`src/rtl/wheel_pulse_meter_if.sv`:
```
// Signal bundle between the board-facing wheel pulse meter and its users.
// The meter takes the slave view: it receives raw pins and clear, and
// returns trip state, counters and strobes.
interface wheel_pulse_meter_if #(
  parameter int CNT_W = 20
);
  logic             pulse_port;
  logic             stat_key;
  logic             clr;
  logic [1:0]       drive_stat;
  logic [CNT_W-1:0] pulse_num;
  logic [CNT_W-1:0] dist_units;
  logic [15:0]      wait_sec;
  logic [15:0]      speed_ppw;
  logic             pulse_vld;
  logic             unit_tick;
  logic             ovf;

  modport master (
    output pulse_port, stat_key, clr,
    input  drive_stat, pulse_num, dist_units, wait_sec, speed_ppw,
           pulse_vld, unit_tick, ovf
  );

  modport slave (
    input  pulse_port, stat_key, clr,
    output drive_stat, pulse_num, dist_units, wait_sec, speed_ppw,
           pulse_vld, unit_tick, ovf
  );
endinterface

```
`src/rtl/wheel_pulse_meter.sv`:
```
// Wheel pulse front end for the taxi meter: debounces the wheel sensor and
// mode key, runs the IDLE/WAIT/DRIVE trip FSM and accumulates pulses,
// distance units, waiting seconds and windowed speed.
// Optional feature macro: PULSE_SPEED_EN builds the per-window speed counter;
// without it speed_ppw is tied to zero.
module wheel_pulse_meter #(
  parameter int CNT_W   = 20,
  parameter int DEB_MAX = 999_999,
  parameter int WIN_MAX = 49_999_999,
  parameter int PPU     = 10
) (
  input  logic                 sys_clk,
  input  logic                 sys_rst_n,
  wheel_pulse_meter_if.slave   mtr
);

  localparam int DEB_W = $clog2(DEB_MAX + 1);
  localparam int WIN_W = $clog2(WIN_MAX + 1);
  localparam int SUB_W = (PPU > 1) ? $clog2(PPU) : 1;
  localparam logic [DEB_W-1:0] DEB_TOP = DEB_W'(DEB_MAX);
  localparam logic [WIN_W-1:0] WIN_TOP = WIN_W'(WIN_MAX);
  localparam logic [SUB_W-1:0] SUB_TOP = SUB_W'(PPU - 1);

  typedef enum logic [1:0] {
    ST_IDLE  = 2'd0,
    ST_WAIT  = 2'd1,
    ST_DRIVE = 2'd2
  } state_t;

  // Saturating 16-bit increment used by the wait and speed counters.
  function automatic logic [15:0] inc16_sat(input logic [15:0] v, input logic en);
    return (en && (v != 16'hFFFF)) ? v + 16'd1 : v;
  endfunction

  // Channel 0 is the wheel pulse, channel 1 the mode key (both active-low).
  logic [1:0]       raw;
  logic [1:0]       sync1_q, sync2_q;
  logic [1:0]       hit_q;
  logic [DEB_W-1:0] deb_cnt_q [2];
  logic [DEB_W-1:0] deb_cnt_d [2];
  logic [1:0]       fire;

  assign raw = {mtr.stat_key, mtr.pulse_port};

  // Debounce counters: clear while the synchronised input is high, count up
  // and hold at DEB_MAX while low. The strobe fires once on the first cycle
  // at DEB_MAX and only if the input is still low one flop earlier, so lows
  // shorter than DEB_MAX+2 cycles never fire.
  always_comb begin
    for (int i = 0; i < 2; i++) begin
      deb_cnt_d[i] = deb_cnt_q[i];
      if (sync2_q[i])
        deb_cnt_d[i] = '0;
      else if (deb_cnt_q[i] != DEB_TOP)
        deb_cnt_d[i] = deb_cnt_q[i] + DEB_W'(1);
      fire[i] = (deb_cnt_q[i] == DEB_TOP) && !hit_q[i] && !sync1_q[i];
    end
  end

  // Synchronisers, debounce counters and the already-fired flag per channel.
  always_ff @(posedge sys_clk or negedge sys_rst_n) begin
    if (!sys_rst_n) begin
      sync1_q <= 2'b11;
      sync2_q <= 2'b11;
      hit_q   <= 2'b00;
      for (int i = 0; i < 2; i++) deb_cnt_q[i] <= '0;
    end else begin
      sync1_q <= raw;
      sync2_q <= sync1_q;
      for (int i = 0; i < 2; i++) begin
        deb_cnt_q[i] <= deb_cnt_d[i];
        hit_q[i]     <= (deb_cnt_q[i] == DEB_TOP);
      end
    end
  end

  state_t state_q, state_d;

  // Trip FSM next state: clear wins, otherwise the key strobe cycles modes.
  always_comb begin
    state_d = state_q;
    if (mtr.clr) begin
      state_d = ST_IDLE;
    end else begin
      case (state_q)
        ST_IDLE:  if (fire[1]) state_d = ST_DRIVE;
        ST_DRIVE: if (fire[1]) state_d = ST_WAIT;
        ST_WAIT:  if (fire[1]) state_d = ST_DRIVE;
        default:  state_d = ST_IDLE;
      endcase
    end
  end

  // Trip FSM state register.
  always_ff @(posedge sys_clk or negedge sys_rst_n) begin
    if (!sys_rst_n) state_q <= ST_IDLE;
    else            state_q <= state_d;
  end

  logic [WIN_W-1:0] win_q, win_d;
  logic             win_end;
  logic             acc;
  logic [CNT_W-1:0] pulse_num_q, pulse_num_d;
  logic [CNT_W-1:0] dist_q, dist_d;
  logic [SUB_W-1:0] sub_q, sub_d;
  logic [15:0]      wait_sec_q, wait_sec_d;
  logic             pulse_vld_q, pulse_vld_d;
  logic             unit_tick_q, unit_tick_d;
  logic             ovf_q, ovf_d;

  assign win_end = (win_q == WIN_TOP);
  assign win_d   = win_end ? '0 : win_q + WIN_W'(1);
  // Pulses count only in DRIVE (pre-transition state) and never beside clr.
  assign acc     = fire[0] && (state_q == ST_DRIVE) && !mtr.clr;

  // Trip counters. Distance follows pulse_num, so pulses arriving after
  // pulse_num saturates only set ovf and do not advance distance.
  always_comb begin
    pulse_num_d = pulse_num_q;
    dist_d      = dist_q;
    sub_d       = sub_q;
    wait_sec_d  = wait_sec_q;
    ovf_d       = ovf_q;
    pulse_vld_d = 1'b0;
    unit_tick_d = 1'b0;
    if (mtr.clr) begin
      pulse_num_d = '0;
      dist_d      = '0;
      sub_d       = '0;
      wait_sec_d  = '0;
      ovf_d       = 1'b0;
    end else begin
      if (acc) begin
        pulse_vld_d = 1'b1;
        if (pulse_num_q == '1) begin
          ovf_d = 1'b1;
        end else begin
          pulse_num_d = pulse_num_q + CNT_W'(1);
          if (sub_q == SUB_TOP) begin
            sub_d       = '0;
            unit_tick_d = 1'b1;
            if (dist_q == '1) ovf_d = 1'b1;
            else              dist_d = dist_q + CNT_W'(1);
          end else begin
            sub_d = sub_q + SUB_W'(1);
          end
        end
      end
      wait_sec_d = inc16_sat(wait_sec_q, win_end && (state_q == ST_WAIT));
    end
  end

  // Window timer and trip counter registers.
  always_ff @(posedge sys_clk or negedge sys_rst_n) begin
    if (!sys_rst_n) begin
      win_q       <= '0;
      pulse_num_q <= '0;
      dist_q      <= '0;
      sub_q       <= '0;
      wait_sec_q  <= '0;
      ovf_q       <= 1'b0;
      pulse_vld_q <= 1'b0;
      unit_tick_q <= 1'b0;
    end else begin
      win_q       <= win_d;
      pulse_num_q <= pulse_num_d;
      dist_q      <= dist_d;
      sub_q       <= sub_d;
      wait_sec_q  <= wait_sec_d;
      ovf_q       <= ovf_d;
      pulse_vld_q <= pulse_vld_d;
      unit_tick_q <= unit_tick_d;
    end
  end

`ifdef PULSE_SPEED_EN
  logic [15:0] spd_cnt_q, spd_cnt_d;
  logic [15:0] speed_q, speed_d;

  // Speed: latch this window's count (including a window-end pulse), restart.
  always_comb begin
    spd_cnt_d = inc16_sat(spd_cnt_q, acc);
    speed_d   = speed_q;
    if (win_end) begin
      speed_d   = spd_cnt_d;
      spd_cnt_d = '0;
    end
  end

  // Speed counter and latched speed registers.
  always_ff @(posedge sys_clk or negedge sys_rst_n) begin
    if (!sys_rst_n) begin
      spd_cnt_q <= '0;
      speed_q   <= '0;
    end else begin
      spd_cnt_q <= spd_cnt_d;
      speed_q   <= speed_d;
    end
  end

  assign mtr.speed_ppw = speed_q;
`else
  assign mtr.speed_ppw = '0;
`endif

  assign mtr.drive_stat = state_q;
  assign mtr.pulse_num  = pulse_num_q;
  assign mtr.dist_units = dist_q;
  assign mtr.wait_sec   = wait_sec_q;
  assign mtr.pulse_vld  = pulse_vld_q;
  assign mtr.unit_tick  = unit_tick_q;
  assign mtr.ovf        = ovf_q;

endmodule

```
`src/flat_wrapper.sv`:
```
// flat-port wrapper written by rule: the top's interface ports become plain ports
module wheel_pulse_meter_flat 
#(
  parameter int CNT_W   = 20,
  parameter int DEB_MAX = 999_999,
  parameter int WIN_MAX = 49_999_999,
  parameter int PPU     = 10
)
  (sys_clk, sys_rst_n, mtr_pulse_port, mtr_stat_key, mtr_clr, mtr_drive_stat, mtr_pulse_num, mtr_dist_units, mtr_wait_sec, mtr_speed_ppw, mtr_pulse_vld, mtr_unit_tick, mtr_ovf);
  wheel_pulse_meter_if #(.CNT_W(CNT_W)) mtr_i ();
  input  logic sys_clk;
  input  logic sys_rst_n;
  input wire logic [$bits(mtr_i.pulse_port)-1:0] mtr_pulse_port;
  input wire logic [$bits(mtr_i.stat_key)-1:0] mtr_stat_key;
  input wire logic [$bits(mtr_i.clr)-1:0] mtr_clr;
  output wire logic [$bits(mtr_i.drive_stat)-1:0] mtr_drive_stat;
  output wire logic [$bits(mtr_i.pulse_num)-1:0] mtr_pulse_num;
  output wire logic [$bits(mtr_i.dist_units)-1:0] mtr_dist_units;
  output wire logic [$bits(mtr_i.wait_sec)-1:0] mtr_wait_sec;
  output wire logic [$bits(mtr_i.speed_ppw)-1:0] mtr_speed_ppw;
  output wire logic [$bits(mtr_i.pulse_vld)-1:0] mtr_pulse_vld;
  output wire logic [$bits(mtr_i.unit_tick)-1:0] mtr_unit_tick;
  output wire logic [$bits(mtr_i.ovf)-1:0] mtr_ovf;
  assign mtr_i.pulse_port = mtr_pulse_port;
  assign mtr_i.stat_key = mtr_stat_key;
  assign mtr_i.clr = mtr_clr;
  assign mtr_drive_stat = mtr_i.drive_stat;
  assign mtr_pulse_num = mtr_i.pulse_num;
  assign mtr_dist_units = mtr_i.dist_units;
  assign mtr_wait_sec = mtr_i.wait_sec;
  assign mtr_speed_ppw = mtr_i.speed_ppw;
  assign mtr_pulse_vld = mtr_i.pulse_vld;
  assign mtr_unit_tick = mtr_i.unit_tick;
  assign mtr_ovf = mtr_i.ovf;
  wheel_pulse_meter #(.CNT_W(CNT_W), .DEB_MAX(DEB_MAX), .WIN_MAX(WIN_MAX), .PPU(PPU)) u_core (.sys_clk(sys_clk), .sys_rst_n(sys_rst_n), .mtr(mtr_i));
endmodule
```
`config.mk`:
```
export PLATFORM = sky130hd
export DESIGN_NAME = wheel_pulse_meter_flat
export DESIGN_NICKNAME = d
export VERILOG_FILES = /design/src/rtl/wheel_pulse_meter_if.sv /design/src/rtl/wheel_pulse_meter.sv /design/src/flat_wrapper.sv
export SDC_FILE = /design/constraint.sdc
export NUM_CORES = 1
export LEC_CHECK = 0
export CORE_MARGIN = 2
export CORE_UTILIZATION = 57
export DETAILED_ROUTE_END_ITERATION = 10
export PLACE_DENSITY = 0.88
export SLEW_MARGIN = 15
export SYNTH_ARGS = -nofsm -noshare
export SYNTH_HDL_FRONTEND = slang
export SYNTH_SLANG_ARGS = --single-unit
```
`constraint.sdc`:
```
create_clock -name sys_clk -period 2.5 [get_ports sys_clk]
set_input_delay 0.375 -clock sys_clk [delete_from_list [all_inputs] [get_ports sys_clk]]
set_output_delay 0.375 -clock sys_clk [all_outputs]
set_load 0.03 [all_outputs]
```
Yosys cells after proc, flatten, opt, wreduce, memory -nomap -nowiden
Index checks and enable logic that the tools add are counted.
{"block": "word_totals", "regBits": 137, "output_inout_bits": 77, "elab_cells": 96}
{"block": "classes", "n_mux": 34, "n_eq_ne": 15, "reduce_logical": 26, "add_sub_neg": 7}
{"operator": "$mux W20", "count": 12}
{"operator": "$add A20 B1 Y20 const B", "count": 4}
{"operator": "$eq A20 B20 Y1 const B", "count": 4}
{"operator": "$ne A20 B20 Y1 const B", "count": 2}
{"operator": "$mux W16", "count": 2}
{"operator": "$add A26 B1 Y26 const B", "count": 1}
{"operator": "$eq A26 B26 Y1 const B", "count": 1}
{"operator": "$mux W26", "count": 1}
{"operator": "$add A16 B1 Y16 const B", "count": 1}
{"operator": "$mux W4", "count": 4}
{"operator": "$ne A16 B16 Y1 const B", "count": 1}
{"operator": "$mux W1", "count": 11}
{"operator": "$reduce_bool A2 Y1", "count": 5}
{"operator": "$logic_and A1 B1 Y1", "count": 8}
{"operator": "$mux W2", "count": 3}
{"operator": "$reduce_bool A3 Y1", "count": 2}
{"operator": "$logic_not A1 Y1", "count": 5}
{"operator": "$add A4 B1 Y4 const B", "count": 1}
{"operator": "$eq A4 B4 Y1 const B", "count": 1}
{"operator": "$ne A2 B2 Y1 const B", "count": 2}
{"operator": "$pmux W2 S2", "count": 1}
{"operator": "$reduce_and A2 Y1", "count": 2}
{"operator": "$reduce_and A4 Y1", "count": 1}
{"operator": "$ne A3 B1 Y1 const B", "count": 1}
{"operator": "6 further kinds", "count": 6}

Logic depth before layout (Yosys ltp)
{"block": "depth", "word_depth": 7, "depth_mapped": 9, "mapped_depth_nobuf": 7}

Worst setup path before layout
OpenSTA, ideal clock, no wires.
{"block": "synth_timing", "path_kind": "reg-to-reg", "from": "reg u_core.pulse_num_q[0], in the netlist u_core.mtr.pulse_num[0]", "to": "reg u_core.dist_q[15], in the netlist u_core.mtr.dist_units[15]", "setup_ns": 0.128, "arrival_ns": 2.238, "path_stages_with_launch": 9, "path_buffers": 2, "synth_period_minus_slack_ns": 2.366, "required_ns": 2.372, "slack_ns": 0.134, "cell_sequence": "dfrtp_1 > ha_1 > nand2_1 > or4_1 > clkbuf_1 > o211ai_2 > buf_2 > nor4_1 > mux2_1"}
{"block": "synth_via", "elab_chain_cells": 3}
{"element": "start: declaration", "line": "wheel_pulse_meter.sv:103", "rtl": "logic [CNT_W-1:0] pulse_num_q, pulse_num_d;"}
{"element": "start signal: assignment", "line": "wheel_pulse_meter.sv:166", "rtl": "pulse_num_q <= pulse_num_d;"}
{"element": "$eq A20 B20 Y1", "line": "wheel_pulse_meter.sv:135", "rtl": "if (pulse_num_q == '1) begin"}
{"element": "$ne A2 B2 Y1 (no line)"}
{"element": "$reduce_and A4 Y1 (no line)"}
{"element": "end signal: assignment", "line": "wheel_pulse_meter.sv:167", "rtl": "dist_q <= dist_d;"}
{"element": "end: declaration", "line": "wheel_pulse_meter.sv:104", "rtl": "logic [CNT_W-1:0] dist_q, dist_d;"}
Every way passes these cells.
A chain may end at the register's enable or synchronous reset.

Worst setup path in the final report
{"block": "layout_timing", "from": "reg u_core.pulse_num_q[0], in the netlist u_core.mtr.pulse_num[0]", "to": "reg u_core.dist_q[6], in the netlist u_core.mtr.dist_units[6]"}
Same word-level chain as after synthesis.

==> metrics.csv <==
stage,metric,value,unit
outcome,status,"finished, final reports clean",
placement,io_buffers,65,
synth,synth-edff-count,0,
power,p_int,3860,uW
power,pwr-share-seq,46.0,%
critical_path,crit_required,2.81,ns
clock_network,cts_tree,yes,
clock_network,clock-sinks,137,
power,pwr-share-comb,2.7,%
sta,period_needed,2.392,ns
floorplanning,row_count,41,
clock_network,htree_levels,4,
sta,timing.hold.ws,0.3255,ns
critical_path,cp.depth,6,
sta,finalHoldViolCount,0,
job,max_cap_violations,0,
global_routing,grt_pass1_vias,6078,
global_routing,grt_max_degree,87,
floorplanning,pin_count,82,
cells_and_area,areaGrowthSynthToFinish,19.31,%
detailed_routing,drt-met1-wl,7.588,mm
synth,async_flop_share,100.0,%
floorplanning,dieArea,0.01401,mm2
power,power-per-cell-area,551.4,mW/mm2
floorplanning,coreArea,0.01272,mm2
sta,finalWorstSetupSlack,0.1081,ns
power,p_leak,0.003550,uW
clock_network,cts_setup_buffers,0,
sta,clock.fmax,0.4181,GHz
sta,drv_slew,0,
detailed_routing,highest_layer,met4,
placement,dp_slack,0.1391,ns
cells_and_area,antenna_cells,0,
critical_path,r2r_cells,6,
synth,seq_area_frac_synth,46.04,%
critical_path,cp_cell_sequence,ha_1 > nand2_1 > or4_1 > o2111ai_1 > nor3_1 > mux2_1,
detailed_routing,drc_errors,0,
critical_path,rrSetupSlack,0.11,ns
critical_path,worstSetupPathType,register to register,
critical_path,critPathTopFamily,simple AND/OR/NAND/NOR gates,
critical_path,critPathLaunchType,register,
critical_path,crit_path_max_incr_delay,0.67,ns
min_path,min_path_type,input pin to async pin,
clock_network,cts_root_buffer,clkbuf_16,
synth,syn_area_per_cell,9.368,um2
detailed_routing,vias_per_cell,6.115,
placement,place_area,0.008302,mm2
critical_path,timing.rr.end,u_core.mtr.dist_units[6],
synth,synth_cell_type_count,63,
critical_path,worstPathArrival,2.70,ns
global_routing,grtUsageTotal,25.69,%
sta,rsz0062_at_grt,yes,
sta,post-route-period-util,95.68,%
power,p_clk_share,51.3,%
cells_and_area,num-nets-final,881,
placement,dp_cells,1020,
detailed_routing,ant_nets,0,
detailed_routing,routedWlPerCell,16.64,um
floorplanning,start_util,58.62,%
detailed_routing,via_count,6433,
synth,yosysWarnings,0,
critical_path,crit_path_max_fanout,6,
detailed_routing,drtIter0Drc,652,
detailed_routing,drt_first_pass_iters,5,
placement,place_congestion,0.8467,
detailed_routing,met2WireLength,8.708,mm
power,switching_share,21.31,%
placement,hpwl,11.72,mm
sta,skew,0.009965,ns
synth,synth_flop_cell,dfrtp_1,
synth,synth_area,0.007457,mm2
detailed_routing,wl,17.50,mm
critical_path,critical_path_buf_inv_count,0,
power,ir_drop,0.0004787,V
sta,worst_pin_slew,0.9125,ns
cells_and_area,final_cell_area,0.008897,mm2
cells_and_area,fin_cells,1052,
critical_path,end_kind,register,
global_routing,gr-total-overflow,0,
synth,postSynthCellCount,796,
sta,setup_viol,0,
global_routing,antenna_found_initial,0,
synth,synth-seq-cells,137,
floorplanning,die_w,118.4,um
global_routing,grt_pass1_wl,29.44,mm
clock_network,clock_latency,0.42,ns
power,total_power,4906,uW
critical_path,cp_slowest_cell,or4_1,
critical_path,r2r_start,u_core.mtr.pulse_num[0],
cells_and_area,drive_gt1_share,8.182,%
detailed_routing,wl_met3,928,um
clock_network,numCtsBuffers,17,
power,p_switching,1045,uW
clock_network,clk_path_buf_depth,2,
sta,slew_headroom,39.17,%
floorplanning,die_y,118.4,um
clock_network,cts.clk_slew.worst_paths,0.06,ns
==> registers in the layout, summed over array words and instances (netlist names), 2 cells and up <==
register               flops
u_core.deb_cnt_q          40
u_core.hit_q               2
u_core.mtr.dist_units     20
u_core.mtr.drive_stat      2
u_core.mtr.pulse_num      20
u_core.mtr.wait_sec       16
u_core.sub_q               4
u_core.sync1_q             2
u_core.sync2_q             2
u_core.win_q              26
==> layout make-up <==
cell class	instances	area (um2)
clock inverters	10	125.1
multi-input cells	598	3720
clock buffers	21	460.4
fillers	955	3825
well taps	172	215.2
repair buffers	91	857.1
inverters	23	86.33
flip-flops and latches	137	3433
==> Yosys cell counts, types with 3 or more instances <==
cell / count / area, um2
o21ai_0: 18 / 90.09
nand2_1: 44 / 165.2
dfstp_2: 4 / 105.1
clkbuf_1: 28 / 105.1
buf_4: 16 / 120.1
nor3_1: 20 / 100.1
and4_1: 12 / 105.1
nand2b_1: 10 / 62.56
or3_1: 20 / 125.1
nor2b_1: 15 / 93.84
nor4_1: 16 / 100.1
buf_2: 6 / 30.03
ha_1: 8 / 100.1
nand4_1: 34 / 212.7
xnor2_1: 31 / 271.5
and3_1: 21 / 131.4
or4_1: 28 / 210.2
nor2_1: 78 / 292.8
and2_1: 4 / 25.02
o31ai_1: 24 / 180.2
inv_1: 22 / 82.58
mux2i_1: 7 / 70.07
mux2_1: 8 / 90.09
nand3b_1: 3 / 22.52
a31o_1: 5 / 43.79
dfrtp_1: 133 / 3328
nand3_1: 47 / 235.2
o2111ai_1: 3 / 26.28
o21ai_1: 5 / 25.02
xor2_1: 19 / 166.4
or4b_1: 5 / 50.05
o41ai_1: 7 / 61.31
a21oi_1: 60 / 300.3
==> routing by layer <==
layer  track usage [%]  vias to the layer above
li1                  -                     3041
met1             34.04                     3120
met2             42.38                      243
met3             5.261                       29
met4             8.482                        0
met5                 0                        -
==> worst reg2reg max path, delay by kind of cell (launching register included) <==
family	cells	cell delay [ns]
muxes	1	0.32
adders and majority gates	1	0.23
AOI/OAI and AO/OA	1	0.46
DFF	1	0.39
and+or+nand+nor	3	0.87
==> cell families (layout without fill, tap and decap cells) <==
| group | Yosys count | after routing | synth area share (%) |
|---|---|---|---|
| AOI/OAI and AO/OA | 132 | 132 | 10.96 |
| xor gates and xnor gates | 50 | 50 | 5.872 |
| adders and majority gates | 8 | 8 | 1.342 |
| buffers and inverters | 76 | 145 | 4.832 |
| DFF | 137 | 137 | 46.04 |
| muxes | 15 | 15 | 2.148 |
| other | 1 | 16 | 0.05029 |
| and+or+nand+nor | 377 | 377 | 28.76 |
==> worst max path at each step <==
| stage | slack (ns) | to | start |
|---|---|---|---|
| after detailed placement | 0.14 | u_core.mtr.dist_units[6] | u_core.mtr.pulse_num[0] |
| after floorplan | 0.13 | u_core.mtr.dist_units[15] | u_core.mtr.pulse_num[0] |
| after global placement | 0.20 | u_core.mtr.dist_units[6] | u_core.mtr.pulse_num[0] |
| final | 0.11 | u_core.mtr.dist_units[6] | u_core.mtr.pulse_num[0] |
| after CTS | 0.10 | u_core.mtr.dist_units[6] | u_core.mtr.pulse_num[0] |
| after global routing | -0.05 | u_core.mtr.dist_units[19] | u_core.mtr.pulse_num[0] |
==> metrics by stage <==
step / utilization [%] / TNS [ns]
global placement: 65.25 / 0
global route: 69.94 / -0.1317
detailed placement: 65.25 / 0
floorplan: - / 0
CTS: 69.94 / 0
finish: 69.94 / 0
==> placed cells by master (no fill, tap or decap), types with 16 or more instances in the layout <==
master	instances
a21oi_1	60
and3_1	21
buf_4	24
clkbuf_16	17
clkdlybuf4s50_1	63
conb_1	16
dfrtp_1	133
inv_1	22
nand2_1	44
nand3_1	47
nand4_1	34
nor2_1	78
nor3_1	20
nor4_1	16
o21ai_0	18
o31ai_1	24
or3_1	20
or4_1	28
xnor2_1	31
xor2_1	19
==> repair_timing <==
item / in CTS / in global routing
hold buffers: 1 / 0
endpoints found under the setup margin: 0 / 4
resized for setup: 0 / 0
endpoints found under the hold margin: 9 / 0
==> power groups by stage <==
stage / combinational, uW / sequential (uW) / clock, uW
floorplan: 95.7 / 2280 / 0
global placement: 133 / 2290 / 0
detailed placement: 135 / 2290 / 0
CTS: 137 / 2250 / 2540
global route: 151 / 2260 / 2640
finish: 134 / 2260 / 2520
No activity file was read; power rests on OpenSTA's default activity.
